--- src/rtl/cond_logic.sv ---
// cond_logic: condition-code evaluation, control gating, flag register and taken-branch counter
// Ports: flags_i/cond_i/flag_write_i describe the EX instruction; valid_i/stall_i/flush_i qualify it;
// reg_write_i/mem_write_i/pc_src_i are raw decoder controls, the *_o versions are condition-gated;
// cond_ex_o is the qualified condition result, flags_o the architectural {N,Z,C,V},
// taken_cnt_o a saturating count of committed taken branches.
module cond_logic #(
  parameter int CNT_W = 16,
  parameter int FLAG_W = 4
) (
  input  logic              clk,
  input  logic              rst,
  input  logic [FLAG_W-1:0] flags_i,
  input  logic [3:0]        cond_i,
  input  logic [1:0]        flag_write_i,
  input  logic              valid_i,
  input  logic              stall_i,
  input  logic              flush_i,
  input  logic              reg_write_i,
  input  logic              mem_write_i,
  input  logic              pc_src_i,
  output logic              reg_write_o,
  output logic              mem_write_o,
  output logic              pc_src_o,
  output logic              cond_ex_o,
  output logic [FLAG_W-1:0] flags_o,
  output logic [CNT_W-1:0]  taken_cnt_o
);
  logic [FLAG_W-1:0] flags_q, flags_d;
  logic [CNT_W-1:0]  cnt_q, cnt_d;
  logic              n, z, c, v, cond_pass, commit;
  always_comb begin
    {n, z, c, v} = flags_q;
    cond_pass = 1'b0;
    case (cond_i)
      4'b0000: cond_pass = z;
      4'b0001: cond_pass = ~z;
      4'b0010: cond_pass = c;
      4'b0011: cond_pass = ~c;
      4'b0100: cond_pass = n;
      4'b0101: cond_pass = ~n;
      4'b0110: cond_pass = v;
      4'b0111: cond_pass = ~v;
      4'b1000: cond_pass = ~c & ~z;
      4'b1001: cond_pass = c | z;
      4'b1010: cond_pass = n == v;
      4'b1011: cond_pass = n != v;
      4'b1100: cond_pass = ~z & (n == v);
      4'b1101: cond_pass = z | (n != v);
      4'b1110: cond_pass = 1'b1;
      default: cond_pass = 1'b0;
    endcase
    cond_ex_o = valid_i & ~flush_i & cond_pass;
    reg_write_o = reg_write_i & cond_ex_o;
    mem_write_o = mem_write_i & cond_ex_o;
    pc_src_o = pc_src_i & cond_ex_o;
    // a stalled instruction drives its outputs but must not touch state
    commit = cond_ex_o & ~stall_i;
    flags_d[3:2] = (commit & flag_write_i[1]) ? flags_i[3:2] : flags_q[3:2];
    flags_d[1:0] = (commit & flag_write_i[0]) ? flags_i[1:0] : flags_q[1:0];
    cnt_d = (pc_src_o & ~stall_i & ~&cnt_q) ? cnt_q + CNT_W'(1) : cnt_q;
  end
  always_ff @(posedge clk or posedge rst) begin
    if (rst) begin
      flags_q <= '0;
      cnt_q <= '0;
    end else begin
      flags_q <= flags_d;
      cnt_q <= cnt_d;
    end
  end
  assign flags_o = flags_q;
  assign taken_cnt_o = cnt_q;
endmodule

--- config.mk ---
export PLATFORM = sky130hd
export DESIGN_NAME = cond_logic
export DESIGN_NICKNAME = d
export VERILOG_FILES = /design/src/rtl/cond_logic.sv
export SDC_FILE = /design/constraint.sdc
export NUM_CORES = 1
export LEC_CHECK = 0
export ABC_AREA = 1
export CAP_MARGIN = 20
export CORE_MARGIN = 4
export CORE_UTILIZATION = 30
export CTS_CLUSTER_SIZE = 10
export DETAILED_ROUTE_END_ITERATION = 8
export DONT_BUFFER_PORTS = 1
export PLACE_DENSITY = 0.48
export SLEW_MARGIN = 25
export SYNTH_ARGS = -nofsm -noshare
export SYNTH_HDL_FRONTEND = slang
export SYNTH_SLANG_ARGS = --single-unit
--- constraint.sdc ---
create_clock -name clk -period 1.6 [get_ports clk]
set_clock_uncertainty 0.15 [all_clocks]
set_input_delay 0.08 -clock clk [delete_from_list [all_inputs] [get_ports clk]]
set_output_delay 0.08 -clock clk [all_outputs]
set_load 0.01 [all_outputs]
# Word-level counts from Yosys, hierarchy flattened
# Cells that the tools add are included.
[word_totals] input_bits=18 register_bits=20 elab_cells=44
[op_classes] n_reduce_logical=3 addsub=1 mux=1 n_eq_ne=16 n_bitwise=20
[op_table] cell="$eq A4 B4 Y1 const B" n=7
[op_table] cell="$add A16 B1 Y16 const B" n=1
[op_table] cell="$eq A4 B3 Y1 const B" n=4
[op_table] cell="$reduce_and A16 Y1" n=1
[op_table] cell="$pmux W1 S15" n=1
[op_table] cell="$and A1 B1 Y1" n=12
[op_table] cell="$eq A4 B2 Y1 const B" n=2
[op_table] cell="$not A1 Y1" n=6
[op_table] cell="$eq A4 B1 Y1 const B" n=1
[op_table] cell="$logic_not A4 Y1" n=1
[op_table] cell="$or A1 B1 Y1" n=2
[op_table] cell="$eq A1 B1 Y1" n=1
[op_table] cell="$logic_not A1 Y1" n=1
[op_table] cell="$ne A1 B1 Y1" n=1

# Logic depth before layout (Yosys ltp)
# Gate-level depths: netlist (run 1).
[depth] ltp_word=7 depth_mapped=13

# Least setup slack after synthesis (run 1)
# OpenSTA, ideal clock, no wires.
[synth_timing] path_type="reg-to-reg" from="register cnt_q[0], in the netlist taken_cnt_o[0]" to="register cnt_q[6], in the netlist taken_cnt_o[6]" setup_ns=0.121 slack_ns=-0.261 stages_incl_launch_ff=11 arrival_ns=1.590 cell_sequence="dfrtp_1 ha_1 nand3_1 nor3_2 nand2_1 nor3_1 nand3_1 nand2_1 inv_1 nand3_1 nand2_1"
[synth_via] elab_chain_cells=3 word_cells_on_any_way=4 cone_classes="1 x add/sub; 1 x bitwise; 2 x reduce/logical"
[synth_lines] element="start: declaration" line="29" rtl="logic [CNT_W-1:0] cnt_q, cnt_d;"
[synth_lines] element="start signal: assignment" line="68" rtl="cnt_q <= cnt_d;"
[synth_lines] element="parallel branches: the longest is 3 deep, another holds $add A16 B1 Y16"
# Parallel ways; which one is timed is not known.
# A chain may end at the register's enable or synchronous reset.

# Worst setup path in the final report (run 1)
[layout_timing] from="register cnt_q[0], in the netlist taken_cnt_o[0]" to="register cnt_q[8], in the netlist taken_cnt_o[8]"
# The elaborated chain is that of the path after synthesis.

==> results of run 1 <==
-- cell families after synthesis --
logic type                 count (synthesis)  synth area share
and+or+nand+nor                          126             0.393
adders and majority gates                  1           0.00845
xor gates and xnor gates                   3            0.0178
buffers and inverters                     52             0.139
AOI/OAI and AO/OA                         22             0.104
DFF                                       20             0.338
-- worst paths after layout --
path | slack (ns) | endpoint | depth (start not counted) | startpoint
max | -0.24 | taken_cnt_o[8] | 10 | taken_cnt_o[0]
min | 0.03 | taken_cnt_o[8] | 4 | pc_src_i
max reg2reg | -0.24 | taken_cnt_o[8] | 10 | taken_cnt_o[0]
min reg2reg | 0.47 | taken_cnt_o[9] | 3 | taken_cnt_o[9]
max in group asynchronous | 0.92 | flags_o[1] | 3 | rst
min in group asynchronous | 0.14 | taken_cnt_o[10] | 3 | rst
-- Yosys cell counts --
library cell	number	share of area
nand2_1	62	0.16
inv_1	49	0.12
nand3_1	32	0.11
dfrtp_1	20	0.34
nor2_1	18	0.046
o21bai_1	16	0.081
nor3_1	5	0.017
o21ai_0	4	0.014
xor2_1	3	0.018
buf_2	2	0.0068
nand4_1	2	0.0085
a21oi_1	1	0.0034
a21oi_2	1	0.0059
buf_6	1	0.0076
ha_1	1	0.0085
nand3_2	1	0.0068
nand3_4	1	0.012
nand3b_1	1	0.0051
nand4_4	1	0.014
nor2_4	1	0.0076
nor3_2	1	0.0068
nor4_1	1	0.0042
-- per-layer routing --
| metal | global-route usage | routed length, um | up-vias |
|---|---|---|---|
| met2 | 0.267 | 2090 | 30 |
| met1 | 0.189 | 1950 | 734 |
| met4 | 0.0315 | 29 | 0 |
| met3 | 0.0333 | 190 | 4 |
| met5 | 0 | 0 | - |
| li1 | - | - | 829 |
-- per-stage QoR --
step                      utilization  cell area, um2  worst slack, ns  hold WS (ns)  setup TNS [ns]
after floorplan                     -            1530           -0.211        -0.106           -1.81
after global placement          0.411            1950           -0.357        -0.119           -5.08
after detailed placement        0.411            1950           -0.369        -0.122           -5.45
after CTS                       0.486            2310           -0.241        0.0111           -4.29
after global routing            0.496            2360           -0.402        0.0218           -8.03
final                           0.496            2360           -0.244        0.0268           -4.51
-- layout make-up --
cell class	instances	share of cell area
Tap cell	67	0.0356
Sequential cell	20	0.213
Multi-Input combinational cell	152	0.421
Clock buffer	4	0.0234
Timing Repair Buffer	64	0.227
Inverter	49	0.0802
-- critical path, stage by stage (launching register included) --
cell and delay, ns:
dfrtp_1 0.40, ha_4 0.16, nand3_4 0.07, nor3_4 0.17, buf_4 0.15, nand4_1 0.15
buf_4 0.22, nand3_1 0.10, inv_1 0.04, nand3_1 0.07, nand2_1 0.05
-- sequential cells by signal, summed over array words and instances (netlist names) --
| signal | flops |
|---|---|
| taken_cnt_o | 16 |
| flags_o | 4 |
-- power breakdown --
| group | switching [mW] | internal, mW |
|---|---|---|
| clock network | 0.178 | 0.219 |
| registers | 0.222 | 0.734 |
| logic | 1.19 | 1.21 |
-- timing repair --
action                                 CTS  global route
setup endpoints to repair               24            24
pin swaps                               15            15
setup buffers                           10             1
gates resized for setup                 46            12
endpoints found under the hold margin   24             0
hold buffers                             7             0
==> results.yml, run 1 <==
final_layout:
  drive_above_1_share: 0.391
  fin_nets: 309
  multi_input_area_um2: 992
  area_growth_pct: 59.2
  fin_cells: 356
  antenna-diode-count: 0
  layout_common_cells: "buf_4 (52), nand2_1 (46), inv_1 (43), nand3_1 (24), dfrtp_1 (19)"
  fillers: 498
  final_common_cell: "buf_4"
  seq_area_um2: 502
grt:
  track_usage: 0.151
  grt_pass1_wl_um: 7480
  grt_pass1_vias: 1615
  grt_antenna_before_repair: 0
  grt_max_degree: 21
  grt_overflow_total: 0
setup_path:
  cp_max_fo: 5
  cp_data_required_time_ns: 1.61
  worstPathArrival_ns: 1.86
  startpoint_type: "flop"
  path_class: "flop to flop"
  endpoint_kind: "flop"
clock_tree:
  ctsRootBufferMaster: "clkbuf_8"
  htree_levels: 1
  cts_sinks: 20
  clock_latency_ns: 0.26
  cts_tree: "yes"
  cts_buffers: 3
  clockBufferDepth: 2
  path_clk_slew_ns: 0.08
routing:
  wl_per_cell_um: 12.0
  detail-route-antenna-nets: 0
  drt-vias-per-instance: 4.49
  finalWirelength_um: 4260
  drt_pass1_iterations: 7
  drcViolationCount: 0
  drt-initial-drc-count: 67
  num_vias: 1597
sta:
  finalWorstSetupSlack_ns: -0.244
  setup_viol_count_final: 24
  rsz0062_at_grt: "yes"
  tightestPinTransition_ns: 0.685
  finalCriticalPeriod_ns: 1.84
  period_share: 1.15
  max_slew_margin: 0.542
  timing.fmax_mhz: 542
  maxSlewViolCount: 0
  final_hold_viol_count: 0
status:
  failed_checks: "setup timing"
  outcome: "finished with violations"
yosys:
  yosysSeqAreaShare: 0.338
  syn-num-nets: 243
  ys_ff_latch: 20
  synth.distinct_cells: 22
  netlist_instances: 224
  syn_area_mm2: 0.00148
  avgSynthCellArea_um2: 6.61
  ys_warn_count: 0
floorplan:
  die_y_um: 78.2
  die_area_mm2: 0.00612
  die_w_um: 78.2
  core_area_mm2: 0.00475
  initial_core_util: 0.311
  rows: 25
  num_io_pins: 42
placement:
  dp_cells: 335
  hpwlAfterDp_um: 2960
  io_buffers: 0
  gp_congestion: 0.786
pwr:
  p_leak_nw: 1.20
  power.density_mw_per_mm2: 1590
  power_mw: 3.75
  peakVddDrop_uv: 688
worst_hold_path:
  min_path_type: "input pin to flop"
job:
  drv_cap: 0
(Power assumes the default switching activity.)
==> inputs of run 2 (changes only) <==
Settings changed: HOLD_SLACK_MARGIN set to 0.1, PLACE_DENSITY 0.48 to 0.52.
==> results.yml, run 2 (synthesis results as in run 1) <==
grt:
  track_usage: 0.148
  grt_max_degree: 21
  grt_pass1_vias: 1602
  grt_pass1_wl_um: 7410
  grt_overflow_total: 0
  grt_antenna_before_repair: 0
final_layout:
  area_growth_pct: 65.9
  fin_nets: 313
  fin_area_mm2: 0.00246
  layout_common_cells: "buf_4 (53), nand2_1 (46), inv_1 (38), nand3_1 (21), dfrtp_1 (20)"
  drive_above_1_share: 0.420
  final_common_cell: "buf_4"
  largest_reg_flops: 16
  fin_cells: 360
  antenna-diode-count: 0
  fin_util: 0.517
worst_hold_path:
  min_path_type: "input pin to flop"
status:
  outcome: "finished with violations"
  failed_checks: "setup timing"
routing:
  drt-initial-drc-count: 95
  num_vias: 1611
  drt_pass1_iterations: 4
  wl_per_cell_um: 12.3
  detail-route-antenna-nets: 0
  finalWirelength_um: 4420
  drcViolationCount: 0
  drt-vias-per-instance: 4.48
floorplan:
  num_io_pins: 42
  rows: 25
  core_area_mm2: 0.00475
  initial_core_util: 0.311
  die_y_um: 78.2
  die_w_um: 78.2
  die_area_mm2: 0.00612
sta:
  period_share: 1.18
  max_slew_margin: 0.547
  maxSlewViolCount: 0
  tightestPinTransition_ns: 0.677
  finalCriticalPeriod_ns: 1.88
  fin_tns_setup_ns: -4.83
  timing.fmax_mhz: 531
  setup_viol_count_final: 24
  hold_slack_ns: 0.117
  final_hold_viol_count: 0
  finalWorstSetupSlack_ns: -0.284
  rsz0062_at_grt: "yes"
pwr:
  p_leak_nw: 1.22
  peakVddDrop_uv: 870
  power_mw: 3.81
  power.density_mw_per_mm2: 1550
clock_tree:
  path_clk_slew_ns: 0.08
  cts_buffers: 3
  htree_levels: 1
  clockBufferDepth: 2
  ctsRootBufferMaster: "clkbuf_8"
  clock_latency_ns: 0.26
  cts_sinks: 20
  cts_tree: "yes"
setup_path:
  endpoint_kind: "flop"
  worstPathArrival_ns: 1.89
  path_class: "flop to flop"
  cp_data_required_time_ns: 1.61
  startpoint_type: "flop"
  cp_max_fo: 3
placement:
  dp_slack_ns: -0.367
  gp_congestion: 0.798
  dp_cells: 336
  post_dp_cell_area_mm2: 0.00196
  io_buffers: 0
  hpwlAfterDp_um: 3050
job:
  drv_cap: 0
==> run 2: cell types whose count changed in the layout (fill, tap and decap cells not counted), moves of 2 or more <==
cell,delta
inv_1,-5
inv_2,+5
nand3_1,-3
o21ai_1,+3
nand2_2,-2
nand2_4,+2
nand3_2,+2
o21ai_2,-2
==> run 2: timing repair <==
action	in CTS	in global routing
pin swaps	12	23
setup endpoints to repair	24	24
cloned	0	1
buffers inserted	7	4
hold buffers	8	0
hold endpoints to repair	40	0
resized for setup	32	39
==> run 2: per-layer routing <==
layer	routed length, um	track usage	vias to the layer above
met5	0	0	-
li1	-	-	839
met3	138	0.0344	4
met4	23	0.0245	0
met1	1920	0.190	743
met2	2340	0.258	25
==> run 2: path summary, 6_finish.rpt <==
kind | slack, ns | cells past startpoint | to | start
setup / recovery | -0.28 | 10 | taken_cnt_o[15] | taken_cnt_o[0]
setup reg to reg | -0.28 | 10 | taken_cnt_o[15] | taken_cnt_o[0]
hold reg to reg | 0.47 | 2 | flags_o[0] | flags_o[0]
max in group asynchronous | 0.94 | 3 | taken_cnt_o[10] | rst
hold / removal | 0.12 | 5 | flags_o[2] | stall_i
min in group asynchronous | 0.14 | 3 | flags_o[1] | rst
==> run 2: power by group <==
group / leakage, nW / switching (mW) / internal, mW
Sequential: 0.218 / 0.210 / 0.732
Combinational: 0.973 / 1.24 / 1.23
Clock: 0.0288 / 0.185 / 0.220
==> run 2: worst max-delay path, cell delays in order (launching register included) <==
cell,delay [ns]
dfrtp_1,0.41
ha_4,0.17
nand3_4,0.07
nor3_4,0.22
buf_4,0.15
nand4_1,0.16
buf_4,0.21
nand2_4,0.07
nor4_2,0.04
nand3_1,0.07
nand2_1,0.04
==> run 2: area by class of cell <==
class | instances | area [um2]
inverters | 49 | 189
well taps | 67 | 83.8
fillers | 461 | 2300
repair buffers | 68 | 588
clock buffers | 4 | 55.1
flip-flops and latches | 20 | 500
multi-input cells | 152 | 1040
==> inputs of run 3 (changes only) <==
Settings changed: SKIP_CTS_REPAIR_TIMING set to 1.
==> results.yml, run 3 (synthesis results as in run 1) <==
clock_tree:
  cts_tree: "yes"
  htree_levels: 1
  cts_buffers: 3
  cts_sinks: 20
  clockBufferDepth: 2
  clock_latency_ns: 0.27
  ctsRootBufferMaster: "clkbuf_8"
  path_clk_slew_ns: 0.08
grt:
  grtUsageMet3: 0.0367
  grt_max_degree: 21
  grt_antenna_before_repair: 0
  grt_busiest_layer: "met2"
  use_met1: 0.176
  track_usage: 0.138
  grt_pass1_vias: 1502
  grt_overflow_total: 0
  grt_pass1_wl_um: 6890
  met2_usage: 0.239
floorplan:
  num_io_pins: 42
  die_y_um: 78.2
  die_w_um: 78.2
  die_area_mm2: 0.00612
  core_area_mm2: 0.00475
  initial_core_util: 0.311
  rows: 25
sta:
  timing.fmax_mhz: 542
  maxSlewViolCount: 0
  rsz0062_at_grt: "yes"
  hold_slack_ns: 0.122
  finalCriticalPeriod_ns: 1.85
  setup_viol_count_final: 24
  period_share: 1.15
  fin_tns_setup_ns: -4.73
  finalWorstSetupSlack_ns: -0.245
  final_hold_viol_count: 0
  tightestPinTransition_ns: 0.674
  max_slew_margin: 0.549
placement:
  gp_congestion: 0.798
  hpwlAfterDp_um: 3050
  dp_slack_ns: -0.367
  post_dp_cell_area_mm2: 0.00196
  io_buffers: 0
status:
  outcome: "finished with violations"
  failed_checks: "setup timing"
routing:
  wl_per_cell_um: 12.1
  drcViolationCount: 0
  detail-route-antenna-nets: 0
  drt-vias-per-instance: 4.52
  finalWirelength_um: 4310
  drt-initial-drc-count: 117
  drt_pass1_iterations: 4
  num_vias: 1605
setup_path:
  path_class: "flop to flop"
  startpoint_type: "flop"
  worstPathArrival_ns: 1.85
  cp-startpoint: "taken_cnt_o[1]"
  r2r_setup_slack_ns: -0.25
  cp_max_fo: 8
  endpoint_kind: "flop"
  regToRegStartpoint: "taken_cnt_o[1]"
  cp_data_required_time_ns: 1.61
pwr:
  power.density_mw_per_mm2: 1540
  p_leak_nw: 1.19
  peakVddDrop_uv: 775
final_layout:
  layout_common_cells: "buf_4 (50), nand2_1 (48), inv_1 (41), nand3_1 (20), dfrtp_1 (20)"
  fin_area_mm2: 0.00237
  antenna-diode-count: 0
  drive_above_1_share: 0.389
  fillers: 474
  largest_reg_flops: 16
  area_growth_pct: 60.2
  fin_util: 0.499
  fin_nets: 308
  final_common_cell: "buf_4"
job:
  drv_cap: 0
worst_hold_path:
  min_path_type: "input pin to flop"
  worstHoldStart: "pc_src_i"
==> run 3: critical path, stage by stage, from the launching register on <==
cell,delay (ns)
dfrtp_1,0.40
ha_4,0.16
nand3_4,0.07
nor3_4,0.18
nand2_2,0.10
nor3_4,0.23
nand3_4,0.17
nand2_1,0.11
inv_1,0.04
nand3_1,0.07
nand2_1,0.06
==> run 3: stage by stage <==
step | power, mW | cells
after global placement | 2.92 | 336
after global routing | 3.96 | 355
after floorplan | 1.96 | 224
after CTS | 3.35 | 340
final | 3.65 | 355
after detailed placement | 2.93 | 336
==> run 3: power by group <==
part	switching (mW)	internal, mW	leakage (nW)
sequential	0.211	0.732	0.218
clock	0.185	0.220	0.0288
combinational	1.18	1.12	0.948
total	1.58	2.07	1.19
==> run 3: final cells by class <==
type | instances | area (um2) | share of cell area
multi-input cells | 152 | 1000 | 0.423
flip-flops and latches | 20 | 500 | 0.211
repair buffers | 63 | 543 | 0.229
clock buffers | 4 | 55.1 | 0.0232
inverters | 49 | 186 | 0.0786
well taps | 67 | 83.8 | 0.0354
==> run 3: path summary, 6_finish.rpt <==
check                             endpoint  cells after the start
min in group asynchronous       flags_o[3]                      3
max in group asynchronous  taken_cnt_o[10]                      3
setup reg to reg            taken_cnt_o[6]                     10
hold / removal              taken_cnt_o[3]                      5
hold reg to reg                 flags_o[0]                      2
setup / recovery            taken_cnt_o[6]                     10
==> run 3: per-layer routing <==
metal  vias to the layer above  wire [um]  share of wire
met5                         -          0              0
met4                         0          8         0.0019
met3                         2        134          0.031
met2                        21       2260           0.52
met1                       754       1910           0.44
li1                        828          -              -
